$ cat src/rtl/lfsr_pkg.sv
// lfsr_pkg: mode encodings and default 7-bit masks shared by the LFSR block
package lfsr_pkg;
    localparam logic MODE_FIB = 1'b0;
    localparam logic MODE_GAL = 1'b1;
    localparam logic [6:0] DEF_FIB_TAPS = 7'h60;
    localparam logic [6:0] DEF_GAL_POLY = 7'h41;
endpackage

$ cat src/rtl/lfsr_next.sv
// lfsr_next: combinational one-step Fibonacci/Galois next-state function
module lfsr_next import lfsr_pkg::*; #(
    parameter int WIDTH = 7,
    parameter logic [WIDTH-1:0] FIB_TAPS = DEF_FIB_TAPS,
    parameter logic [WIDTH-1:0] GAL_POLY = DEF_GAL_POLY
) (
    input  logic [WIDTH-1:0] state,
    input  logic             mode,
    output logic [WIDTH-1:0] next
);
    logic [WIDTH-1:0] fib, gal;
    assign fib  = {state[WIDTH-2:0], ^(state & FIB_TAPS)};
    assign gal  = {state[WIDTH-2:0], 1'b0} ^ (state[WIDTH-1] ? GAL_POLY : '0);
    assign next = mode == MODE_GAL ? gal : fib;
endmodule

$ cat src/rtl/prng_lfsr.sv
// prng_lfsr: seeded Fibonacci/Galois LFSR with period measurement and lockup recovery
module prng_lfsr import lfsr_pkg::*; #(
    parameter int WIDTH = 7,
    parameter logic [WIDTH-1:0] FIB_TAPS = DEF_FIB_TAPS,
    parameter logic [WIDTH-1:0] GAL_POLY = DEF_GAL_POLY
) (
    input  logic             clk,
    input  logic             rst,
    input  logic             enable,
    input  logic             load,
    input  logic [WIDTH-1:0] seed,
    input  logic             mode,
    output logic [WIDTH-1:0] lfsr_out,
    output logic             period_done,
    output logic [WIDTH-1:0] period_len,
    output logic             lockup_fix
);
    logic [WIDTH-1:0] state, start_reg, step_cnt, nxt, stepped, seed_fix, cnt_inc;
    logic             mode_reg;
    lfsr_next #(.WIDTH(WIDTH), .FIB_TAPS(FIB_TAPS), .GAL_POLY(GAL_POLY)) u_next (
        .state(state),
        .mode (mode_reg),
        .next (nxt)
    );
    always_comb begin
        seed_fix = seed == '0 ? WIDTH'(1) : seed;
        stepped  = state == '0 ? WIDTH'(1) : nxt;
        cnt_inc  = &step_cnt ? step_cnt : step_cnt + WIDTH'(1);
    end
    always_ff @(posedge clk) begin
        if (rst) begin
            state       <= seed_fix;
            start_reg   <= seed_fix;
            mode_reg    <= mode;
            step_cnt    <= '0;
            period_done <= 1'b0;
            period_len  <= '0;
            lockup_fix  <= 1'b0;
        end else if (load) begin
            state       <= seed_fix;
            start_reg   <= seed_fix;
            mode_reg    <= mode;
            step_cnt    <= '0;
            period_done <= 1'b0;
            lockup_fix  <= seed == '0;
        end else if (enable) begin
            state       <= stepped;
            lockup_fix  <= state == '0;
            period_done <= stepped == start_reg;
            if (stepped == start_reg) begin
                period_len <= cnt_inc;
                step_cnt   <= '0;
            end else begin
                step_cnt   <= cnt_inc;
            end
        end else begin
            period_done <= 1'b0;
            lockup_fix  <= 1'b0;
        end
    end
    assign lfsr_out = state;
endmodule

$ cat config.mk
export PLATFORM = sky130hd
export DESIGN_NAME = prng_lfsr
export DESIGN_NICKNAME = d
export VERILOG_FILES = /design/src/rtl/lfsr_pkg.sv /design/src/rtl/lfsr_next.sv /design/src/rtl/prng_lfsr.sv
export SDC_FILE = /design/constraint.sdc
export NUM_CORES = 1
export LEC_CHECK = 0
export CAP_MARGIN = 20
export CORE_MARGIN = 1.5
export CORE_UTILIZATION = 40
export CTS_CLUSTER_DIAMETER = 100
export DETAILED_ROUTE_END_ITERATION = 8
export PLACE_DENSITY = 0.66
export SLEW_MARGIN = 5
export SYNTH_ARGS = -nofsm -noshare
export SYNTH_HDL_FRONTEND = slang
export SYNTH_SLANG_ARGS = --single-unit
$ cat constraint.sdc
create_clock -name clk -period 2 [get_ports clk]
set_input_delay 0.5 -clock clk [delete_from_list [all_inputs] [get_ports clk]]
set_output_delay 0.5 -clock clk [all_outputs]
set_load 0.01 [all_outputs]
==> insert_results.sql, run 1 <==
INSERT INTO impl_metrics (metric_group, metric, value, unit) VALUES
('run_status', 'run_status', 'finished with violations', ''),
('run_status', 'failed_checks', 'setup timing', ''),
('yosys', 'synth_edf_count', '15', ''),
('placed_design', 'port_buffers', '27', ''),
('worst_hold_path', 'hp-start', 'period_len[2]', ''),
('finish', 'antenna_cells_inserted', '0', ''),
('pwr', 'pwr-share-clk', '31.7', '%'),
('clocking', 'cts_buffer_depth', '2', ''),
('critical_path', 'worst-path-max-fanout', '7', ''),
('finish', 'sequential_standard_cell_area', '771', 'sq um'),
('floorplan', 'dieWidth', '65.4', 'um'),
('route', 'drc', '0', ''),
('floorplan', 'core_area', '3690', 'sq um'),
('floorplan', 'num_rows', '22', ''),
('clocking', 'cts_max_level', '2', ''),
('pwr', 'p_int', '1.11', 'mW'),
('sta', 'final.min_clock_period', '2020', 'ps'),
('pwr', 'power_frac_comb', '19.2', '%'),
('critical_path', 'rr_startpoint', 'mode_reg', ''),
('route', 'detailedRoute.firstIterationViolations', '32', ''),
('global_route', 'number_of_antenna_violations_at_the_first_check_in_global_routing', '0', ''),
('pwr', 'switching_share', '25.0', '%'),
('yosys', 'post_synthesis_net_count', '163', ''),
('yosys', 'biggest_area_contributors_in_the_synthesized_netlist', 'sky130_fd_sc_hd__edfxtp_1 (29%), sky130_fd_sc_hd__dfxtp_1 (21%), sky130_fd_sc_hd__mux2_4 (5.8%)', ''),
('route', 'via_count', '1294', ''),
('yosys', 'async_flop_share', '0', '%'),
('sta', 'timing.final.setup_violations', '6', ''),
('route', 'detail_route.first_pass.iterations', '4', ''),
('critical_path', 'crit-reg2reg-capture', 'period_len[1]', ''),
('critical_path', 'worst_ep_arrival_time', '2190', 'ps'),
('sta', 'grt_setup_unrepaired', 'yes', ''),
('pwr', 'power.density_cell_area', '672', 'nW/um^2'),
('worst_hold_path', 'worst_hold_path_type', 'flop to flop', ''),
('yosys', 'synth.largest_area_cell', 'sky130_fd_sc_hd__edfxtp_1', ''),
('yosys', 'yosysWarningCount', '0', ''),
('sta', 'post-route-period-util', '101', '%'),
('floorplan', 'start_util', '42.2', '%'),
('sta', 'relSlewSlack', '76.0', '%'),
('global_route', 'grt_pass1_wl', '5.73', 'mm'),
('clocking', 'post_cts_hold_buffer_count', '0', ''),
('critical_path', 'timing.reg2reg.worst_path_depth', '5', ''),
('critical_path', 'critical_path_endpoint_category', 'flop', ''),
('placed_design', 'globalplace.congestion', '0.905', ''),
('pwr', 'power.static_leakage', '0.900', 'nW'),
('floorplan', 'pin_count', '28', ''),
('global_route', 'number_of_global_route_vias_before_repair', '1255', ''),
('clocking', 'tritoncts', 'built', ''),
('yosys', 'syn_area_per_cell', '10.4', 'sq um'),
('placed_design', 'half_perimeter_wire_length_after_detailed_placement', '2.40', 'mm'),
('yosys', 'synth_ff_type', 'sky130_fd_sc_hd__dfxtp_1', ''),
('flow_run', 'cap_violations', '0', ''),
('yosys', 'synth_most_common_cell', 'sky130_fd_sc_hd__nand2_1', ''),
('route', 'routedWlPerCell', '13.5', 'um'),
('global_route', 'grt.overflow.total', '0', ''),
('clocking', 'clk_pin_slew', '70', 'ps'),
('critical_path', 'worst-r2r-setup-slack', '-20', 'ps'),
('yosys', 'synth.yosys.seq_area_share', '49.5', '%'),
('finish', 'fill_cells', '323', ''),
('finish', 'area.growth.synth_to_final', '41.6', '%'),
('finish', 'fin_nets', '217', ''),
('pwr', 'power.ir.vdd_worst', '0.465', 'mV'),
('global_route', 'global_route.usage.total', '17.8', '%'),
('critical_path', 'setup.worst_path.class', 'flop to flop', ''),
('sta', 'max_freq', '495', 'MHz'),
('yosys', 'synthCells', '150', ''),
('finish', 'multiInputGateArea', '786', 'sq um'),
('clocking', 'tritoncts_buffers', '5', ''),
('sta', 'final.setup.worst_slack', '-20.3', 'ps'),
('critical_path', 'worst_setup_path_start_kind', 'flop', ''),
('yosys', 'ys_top_cells_by_count', 'sky130_fd_sc_hd__nand2_1 (23), sky130_fd_sc_hd__dfxtp_1 (16), sky130_fd_sc_hd__edfxtp_1 (15), sky130_fd_sc_hd__clkbuf_1 (9), sky130_fd_sc_hd__nor2_1 (8)', ''),
('floorplan', 'dieArea', '4270', 'sq um');
==> routing by layer <==
metal	vias up	track usage, %	part of all wire, %
met2	31	27.4	47
met4	0	9.90	1.6
met1	621	23.5	47
met5	-	0	0
met3	5	3.42	4.5
li1	637	-	-
==> timing repair <==
action                     in CTS  in global routing
gates resized for setup         6                 10
buffers inserted                4                  5
pin swaps                       4                  4
setup endpoints to repair       8                 15
==> cells by family after synthesis <==
kind of cell,after synthesis,synth area share (%)
xor+xnor,11,7.07
compound gates,22,10.8
buf+inv,12,3.38
fa+ha+maj,1,0.804
mux,8,7.07
simple gates,65,21.4
flops,31,49.5
==> stage by stage <==
| step | instance area, sq um | setup WS, ps | utilization (%) | std cells | power (mW) |
|---|---|---|---|---|---|
| after floorplan | 1560 | -73.6 | - | 150 | 0.846 |
| after CTS | 2130 | 1.58 | 57.7 | 248 | 1.46 |
| after detailed placement | 2000 | -282 | 54.2 | 236 | 0.975 |
| after global routing | 2200 | -76.3 | 59.8 | 253 | 1.54 |
| final | 2200 | -20.3 | 59.8 | 253 | 1.48 |
| after global placement | 2000 | -238 | 54.2 | 236 | 0.967 |
==> layout by cell type, fill, tap and decap left out, drive strengths merged, types with 2 or more instances in the layout <==
| master | n |
|---|---|
| and2 | 2 |
| nand2b | 2 |
| nor2b | 6 |
| a31oi | 2 |
| and3 | 2 |
| nand3b | 6 |
| xor2 | 3 |
| clkbuf | 8 |
| mux2i | 2 |
| mux2 | 6 |
| dfxtp | 16 |
| nand2 | 23 |
| a21o | 4 |
| o21ai | 6 |
| o31ai | 4 |
| buf | 30 |
| nor3 | 2 |
| clkdlybuf4s50 | 25 |
| nor2 | 8 |
| xnor2 | 7 |
| edfxtp | 15 |
| nand3 | 5 |
| a21oi | 2 |
| nor4 | 2 |
| or3 | 2 |
==> cell type report <==
class                           instances  area share (%)
Inverter                                2           0.341
Sequential cell                        31            35.0
Timing Repair Buffer                   57            22.7
Multi-Input combinational cell        107            35.6
Tap cell                               48            2.72
Clock buffer                            8            3.63
==> worst max-delay path: stages, from the launching register on <==
cell and delay, ps:
sky130_fd_sc_hd__edfxtp_1 410, sky130_fd_sc_hd__nand2_2 100, sky130_fd_sc_hd__xnor3_1 430, sky130_fd_sc_hd__or4_4 430
sky130_fd_sc_hd__a21o_4 240, sky130_fd_sc_hd__mux2_4 300
==> worst max path at each step <==
stage / startpoint / to
after global placement: enable / period_len[3]
after detailed placement: enable / period_len[1]
final: mode_reg / period_len[1]
after CTS: lfsr_out[5] / period_done
after floorplan: lfsr_out[5] / period_len[0]
after global routing: mode_reg / period_len[1]
==> power groups by stage <==
| stage | clock, mW | sequential [mW] | combinational [mW] |
|---|---|---|---|
| detailed placement | 0 | 0.741 | 0.234 |
| global placement | 0 | 0.740 | 0.227 |
| global route | 0.502 | 0.732 | 0.305 |
| finish | 0.470 | 0.728 | 0.285 |
| CTS | 0.475 | 0.728 | 0.254 |
| floorplan | 0 | 0.746 | 0.100 |
No activity file was read; power rests on OpenSTA's default activity.
==> inputs of run 2 (changes only) <==
CORE_ASPECT_RATIO = 1.5   (was unset)
CORE_MARGIN = 2   (was 1.5)
==> insert_results.sql, run 2 (same netlist as run 1, synthesis figures left out) <==
INSERT INTO impl_metrics (metric_group, metric, value, unit) VALUES
('critical_path', 'rr_startpoint', 'lfsr_out[5]', ''),
('global_route', 'groute.layer.met3.usage', '5.39', '%'),
('pwr', 'share_seq_of_total_power', '47.9', '%'),
('pwr', 'power.density_cell_area', '690', 'nW/um^2'),
('sta', 'fin_tns_setup', '0', 'ps'),
('route', 'drc', '0', ''),
('pwr', 'power.ir.vdd_worst', '0.656', 'mV'),
('clocking', 'cts_buffer_depth', '2', ''),
('global_route', 'grt_use_met2', '27.9', '%'),
('critical_path', 'setup.worst_path.class', 'input pin to flop', ''),
('route', 'via_per_inst', '5.07', ''),
('worst_hold_path', 'worst_hold_path_type', 'flop to flop', ''),
('finish', 'fin_nets', '217', ''),
('finish', 'antenna_cells_inserted', '0', ''),
('sta', 'max_slew.worst_pin.slew', '363', 'ps'),
('sta', 'finClkSkew', '3.07', 'ps'),
('flow_run', 'cap_violations', '0', ''),
('pwr', 'power.net_switching', '0.369', 'mW'),
('pwr', 'power_frac_comb', '19.0', '%'),
('run_status', 'run_status', 'finished, final reports clean', ''),
('sta', 'finalHoldWorstSlack', '494', 'ps'),
('global_route', 'grt.overflow.total', '0', ''),
('placed_design', 'port_buffers', '27', ''),
('sta', 'hold_violations', '0', ''),
('placed_design', 'globalplace.congestion', '0.779', ''),
('global_route', 'global_route.usage.total', '17.3', '%'),
('sta', 'final.min_clock_period', '1970', 'ps'),
('clocking', 'clock_latency', '280', 'ps'),
('floorplan', 'die_y', '80.4', 'um'),
('sta', 'max_freq', '508', 'MHz'),
('route', 'detailedRoute.firstIterationViolations', '31', ''),
('finish', 'drive_gt1_share', '26.3', '%'),
('critical_path', 'crit-reg2reg-capture', 'period_done', ''),
('worst_hold_path', 'hp-start', 'period_len[2]', ''),
('floorplan', 'core_area', '3720', 'sq um'),
('global_route', 'number_of_antenna_violations_at_the_first_check_in_global_routing', '0', ''),
('route', 'route.antenna.remaining_nets', '0', ''),
('finish', 'mostFrequentLayoutCells', 'sky130_fd_sc_hd__buf_4 (30), sky130_fd_sc_hd__clkdlybuf4s50_1 (26), sky130_fd_sc_hd__nand2_1 (22)', ''),
('critical_path', 'critical_path_endpoint_category', 'flop', ''),
('global_route', 'grt_start_max_net_pins', '16', ''),
('pwr', 'pwr-share-clk', '33.0', '%'),
('sta', 'relSlewSlack', '75.8', '%'),
('floorplan', 'dieArea', '4420', 'sq um'),
('sta', 'slew_violations', '0', ''),
('pwr', 'p_int', '1.15', 'mW'),
('route', 'via_count', '1258', ''),
('critical_path', 'worst_ep_arrival_time', '2140', 'ps'),
('critical_path', 'worst_setup_path_start_kind', 'input pin', ''),
('clocking', 'tritoncts', 'built', ''),
('sta', 'grt_setup_unrepaired', 'yes', ''),
('worst_hold_path', 'worst_hold_path.num_cells', '2', ''),
('finish', 'post_layout_nonfiller_instances', '248', ''),
('critical_path', 'worst_path_required_time', '2170', 'ps'),
('clocking', 'tritoncts_buffers', '5', ''),
('finish', 'layout_commonest_cell', 'sky130_fd_sc_hd__buf_4', ''),
('critical_path', 'worst-r2r-setup-slack', '40', 'ps'),
('pwr', 'switching_share', '24.3', '%'),
('critical_path', 'timing.reg2reg.worst_path_depth', '6', ''),
('floorplan', 'dieWidth', '54.9', 'um'),
('clocking', 'post_cts_hold_buffer_count', '0', ''),
('pwr', 'power.static_leakage', '0.908', 'nW'),
('placed_design', 'dp_cells', '233', ''),
('placed_design', 'dp_worst_setup_slack', '-244', 'ps'),
('route', 'routedWlPerCell', '13.7', 'um'),
('global_route', 'grt_pass1_wl', '5.48', 'mm'),
('floorplan', 'num_rows', '27', ''),
('global_route', 'grt_use_met1', '20.7', '%'),
('floorplan', 'start_util', '41.9', '%'),
('route', 'wirelength', '3.39', 'mm'),
('global_route', 'number_of_global_route_vias_before_repair', '1205', ''),
('sta', 'final.setup.worst_slack', '31.3', 'ps'),
('clocking', 'clk_pin_slew', '60', 'ps'),
('global_route', 'gr-max-usage-layer', 'met2', ''),
('finish', 'fill_cells', '336', ''),
('pwr', 'finalPower', '1.52', 'mW'),
('sta', 'timing.final.setup_violations', '0', ''),
('clocking', 'cts_root_buffer', 'sky130_fd_sc_hd__clkbuf_8', ''),
('worst_hold_path', 'worst_hold_path.endpoint', 'period_len[2]', ''),
('finish', 'area.growth.synth_to_final', '41.5', '%'),
('clocking', 'clock_sinks', '31', ''),
('sta', 'post-route-period-util', '98.4', '%'),
('critical_path', 'worst-path-max-fanout', '7', ''),
('route', 'detail_route.first_pass.iterations', '4', ''),
('floorplan', 'pin_count', '28', ''),
('clocking', 'cts_max_level', '2', ''),
('placed_design', 'half_perimeter_wire_length_after_detailed_placement', '2.43', 'mm');
-- run 2: cell count changes in the layout (fill, tap and decap cells not counted) --
cell,before,now
sky130_fd_sc_hd__o21ai_1,1,2
sky130_fd_sc_hd__buf_4,29,30
sky130_fd_sc_hd__and3_1,1,2
sky130_fd_sc_hd__clkdlybuf4s50_1,25,26
sky130_fd_sc_hd__buf_6,1,0
sky130_fd_sc_hd__clkbuf_8,5,6
sky130_fd_sc_hd__dlygate4sd2_1,1,0
sky130_fd_sc_hd__and3_4,1,0
sky130_fd_sc_hd__clkbuf_1,3,1
sky130_fd_sc_hd__clkinv_2,0,1
sky130_fd_sc_hd__o21ai_0,4,3
-- run 2: how the worst max path moves through the flow --
| stage | startpoint | endpoint | slack, ps |
|---|---|---|---|
| after floorplan | lfsr_out[5] | period_len[0] | -70 |
| after global placement | load | period_len[1] | -220 |
| after detailed placement | load | period_len[3] | -240 |
| after CTS | lfsr_out[6] | period_len[3] | -3 |
| after global routing | lfsr_out[5] | period_done | -30 |
| final | enable | period_len[4] | 30 |
-- run 2: power by group through the flow --
stage / Clock (mW) / Sequential [mW] / Combinational [mW]
6_report: 0.501 / 0.728 / 0.289
5_1_grt: 0.549 / 0.732 / 0.309
4_1_cts: 0.514 / 0.726 / 0.274
3_5_place_dp: 0 / 0.739 / 0.248
3_3_place_gp: 0 / 0.738 / 0.243
2_1_floorplan: 0 / 0.746 / 0.100
-- run 2: what timing repair did --
item | CTS | global route
hold endpoints to repair | 0 | 0
endpoints found under the setup margin | 15 | 16
setup buffers | 4 | 4
gates resized for setup | 7 | 7
pin swaps | 3 | 8
-- run 2: area by class of cell --
class                      instances  area (sq um)  share of cell area [%]
multi-input combinational        107           781                    35.5
sequential                        31           771                    35.0
timing repair buffer              57           498                    22.6
clock buffer                       7          86.3                    3.92
tap                               43          53.8                    2.44
inverter                           2          7.51                   0.341
clock inverter                     1          5.00                   0.227
-- run 2: per-layer routing --
layer  wire length [um]  part of all wire (%)
met5                  0                     0
met2               1710                    51
met3                135                   4.0
met1               1470                    44
met4                 66                   1.9
-- run 2: metrics by stage --
step	area, sq um	utilization [%]
after floorplan	1560	-
after global placement	2010	54.0
after detailed placement	2010	54.0
after CTS	2160	58.1
after global routing	2200	59.3
final	2200	59.3
-- run 2: critical path, cell delays in order --
cell	delay, ps
sky130_fd_sc_hd__clkdlybuf4s50_1	480
sky130_fd_sc_hd__nand2_1	70
sky130_fd_sc_hd__or4_4	540
sky130_fd_sc_hd__a21o_4	240
sky130_fd_sc_hd__mux2_4	300
==> inputs of run 3 (changes only) <==
CTS_CLUSTER_DIAMETER = 60   (was 100)
REMOVE_ABC_BUFFERS = 1   (was unset)
SKIP_LAST_GASP = 1   (was unset)
==> insert_results.sql, run 3 (same netlist as run 1, synthesis figures left out) <==
INSERT INTO impl_metrics (metric_group, metric, value, unit) VALUES
('run_status', 'run_status', 'finished, final reports clean', ''),
('critical_path', 'worst_setup_path_start_kind', 'input pin', ''),
('floorplan', 'start_util', '41.9', '%'),
('critical_path', 'rr_startpoint', 'lfsr_out[5]', ''),
('clocking', 'cts_buffer_depth', '2', ''),
('floorplan', 'die_y', '80.4', 'um'),
('sta', 'max_slew.worst_pin.slew', '362', 'ps'),
('critical_path', 'critical_path_endpoint_category', 'flop', ''),
('flow_run', 'cap_violations', '0', ''),
('pwr', 'power.density_cell_area', '693', 'nW/um^2'),
('worst_hold_path', 'worst_hold_path_type', 'flop to flop', ''),
('critical_path', 'timing.reg2reg.worst_path_depth', '6', ''),
('placed_design', 'dp_worst_setup_slack', '-229', 'ps'),
('route', 'detail_route.first_pass.iterations', '4', ''),
('sta', 'timing.final.setup_violations', '0', ''),
('finish', 'fin_nets', '217', ''),
('finish', 'post_layout_nonfiller_instances', '248', ''),
('clocking', 'clock_sinks', '31', ''),
('floorplan', 'pin_count', '28', ''),
('sta', 'slew_violations', '0', ''),
('critical_path', 'crit_path_top_delay_cell', 'sky130_fd_sc_hd__or4_4', ''),
('critical_path', 'setup.worst_path.class', 'input pin to flop', ''),
('sta', 'max_freq', '505', 'MHz'),
('clocking', 'clock_latency', '280', 'ps'),
('finish', 'sequential_standard_cell_area', '771', 'sq um'),
('global_route', 'grt_pass1_wl', '6.02', 'mm'),
('placed_design', 'half_perimeter_wire_length_after_detailed_placement', '2.60', 'mm'),
('sta', 'finClkSkew', '6.97', 'ps'),
('finish', 'fill_cells', '319', ''),
('sta', 'final.min_clock_period', '1980', 'ps'),
('critical_path', 'worst-r2r-setup-slack', '30', 'ps'),
('route', 'routedWlPerCell', '14.8', 'um'),
('global_route', 'number_of_global_route_vias_before_repair', '1307', ''),
('finish', 'area.growth.synth_to_final', '42.5', '%'),
('clocking', 'post_cts_hold_buffer_count', '0', ''),
('placed_design', 'port_buffers', '27', ''),
('finish', 'utilization', '59.7', '%'),
('worst_hold_path', 'hp-start', 'period_len[2]', ''),
('global_route', 'grt.overflow.total', '0', ''),
('floorplan', 'dieWidth', '54.9', 'um'),
('finish', 'mostFrequentLayoutCells', 'sky130_fd_sc_hd__buf_4 (29), sky130_fd_sc_hd__clkdlybuf4s50_1 (27), sky130_fd_sc_hd__nand2_1 (22)', ''),
('placed_design', 'globalplace.congestion', '0.902', ''),
('finish', 'antenna_cells_inserted', '0', ''),
('finish', 'multiInputGateArea', '797', 'sq um'),
('route', 'drc', '0', ''),
('route', 'via_count', '1285', ''),
('critical_path', 'timing.critical_path.buf_inv', '1', ''),
('critical_path', 'crit-reg2reg-capture', 'period_done', ''),
('critical_path', 'critical_path_depth', '5', ''),
('clocking', 'tritoncts', 'built', ''),
('critical_path', 'worst-path-max-fanout', '7', ''),
('clocking', 'cts_root_buffer', 'sky130_fd_sc_hd__clkbuf_8', ''),
('finish', 'layout_commonest_cell', 'sky130_fd_sc_hd__buf_4', ''),
('sta', 'relSlewSlack', '75.9', '%'),
('placed_design', 'dp_cells', '234', ''),
('critical_path', 'cells_traversed_along_the_worst_timing_path', 'clkdlybuf4s50_1 > nand2_1 > or4_4 > a21o_4 > mux2_4', ''),
('floorplan', 'dieArea', '4420', 'sq um'),
('sta', 'final.setup.worst_slack', '20.6', 'ps'),
('clocking', 'clk_pin_slew', '70', 'ps'),
('critical_path', 'worst_path_required_time', '2170', 'ps'),
('critical_path', 'worst_ep_arrival_time', '2150', 'ps'),
('critical_path', 'cpLargestDelayFamily', 'simple AND/OR/NAND/NOR gates', ''),
('route', 'via_per_inst', '5.18', ''),
('sta', 'hold_violations', '0', ''),
('global_route', 'number_of_antenna_violations_at_the_first_check_in_global_routing', '0', ''),
('sta', 'finalHoldWorstSlack', '478', 'ps'),
('floorplan', 'num_rows', '27', ''),
('pwr', 'power.static_leakage', '0.904', 'nW'),
('critical_path', 'slowest_delay', '510', 'ps'),
('critical_path', 'timing_endpoint_of_the_critical_path', 'period_len[4]', ''),
('global_route', 'grt_start_max_net_pins', '16', ''),
('critical_path', 'critical_path.startpoint', 'enable', ''),
('floorplan', 'core_area', '3720', 'sq um'),
('sta', 'post-route-period-util', '99.0', '%'),
('route', 'route.antenna.remaining_nets', '0', ''),
('clocking', 'cts_max_level', '2', ''),
('clocking', 'tritoncts_buffers', '5', ''),
('route', 'detailedRoute.firstIterationViolations', '59', ''),
('route', 'wirelength', '3.68', 'mm'),
('finish', 'drive_gt1_share', '27.3', '%'),
('global_route', 'global_route.usage.total', '19.1', '%'),
('pwr', 'power.ir.vdd_worst', '0.517', 'mV'),
('sta', 'grt_setup_unrepaired', 'yes', '');
run 3: worst min path at each step:
stage,end,slack (ps),cells after the start
6_report,period_len[2],480,2
3_3_place_gp,period_len[2],470,2
5_1_grt,period_len[2],520,2
3_5_place_dp,period_len[2],470,2
2_1_floorplan,step_cnt[6],470,2
4_1_cts,period_len[2],490,2
run 3: final cells by class:
class	count	area share, %
Tap cell	43	2.43
Timing Repair Buffer	57	22.5
Clock buffer	7	3.89
Inverter	2	0.338
Multi-Input combinational cell	107	35.9
Sequential cell	31	34.7
Clock inverter	1	0.169
run 3: worst reg2reg max path, stage by stage, from the launching register on:
cell and delay, ps:
sky130_fd_sc_hd__edfxtp_1 400, sky130_fd_sc_hd__or2b_1 280, sky130_fd_sc_hd__xnor2_2 180, sky130_fd_sc_hd__or3_4 410, sky130_fd_sc_hd__a2111oi_4 310, sky130_fd_sc_hd__buf_6 180, sky130_fd_sc_hd__and3_1 150
run 3: repair_timing:
action	4_1_cts	5_1_grt
pin swaps	4	6
setup buffers	3	3
endpoints found under the setup margin	15	15
gates resized for setup	7	9
cloned	0	0
run 3: per-stage QoR:
stage	area, sq um	total power [mW]	TNS [ps]
6_report	2220	1.54	0
3_5_place_dp	2020	0.987	-2020
4_1_cts	2150	1.52	0
2_1_floorplan	1510	0.838	-1100
3_3_place_gp	2020	0.980	-1740
5_1_grt	2220	1.60	-655
run 3: per-layer routing:
metal,share of wire [%],up-vias,wire (um),track usage (%)
met4,2.0,0,72,9.02
met2,52,46,1910,31.1
met1,41,598,1510,22.5
met3,4.8,6,176,5.39
li1,-,635,-,-
met5,0,-,0,0
run 3: power breakdown:
part | total, mW | internal, mW | switching [mW]
logic | 0.301 | 0.174 | 0.128
clock network | 0.506 | 0.275 | 0.230
registers | 0.729 | 0.703 | 0.0265
total | 1.54 | 1.15 | 0.385
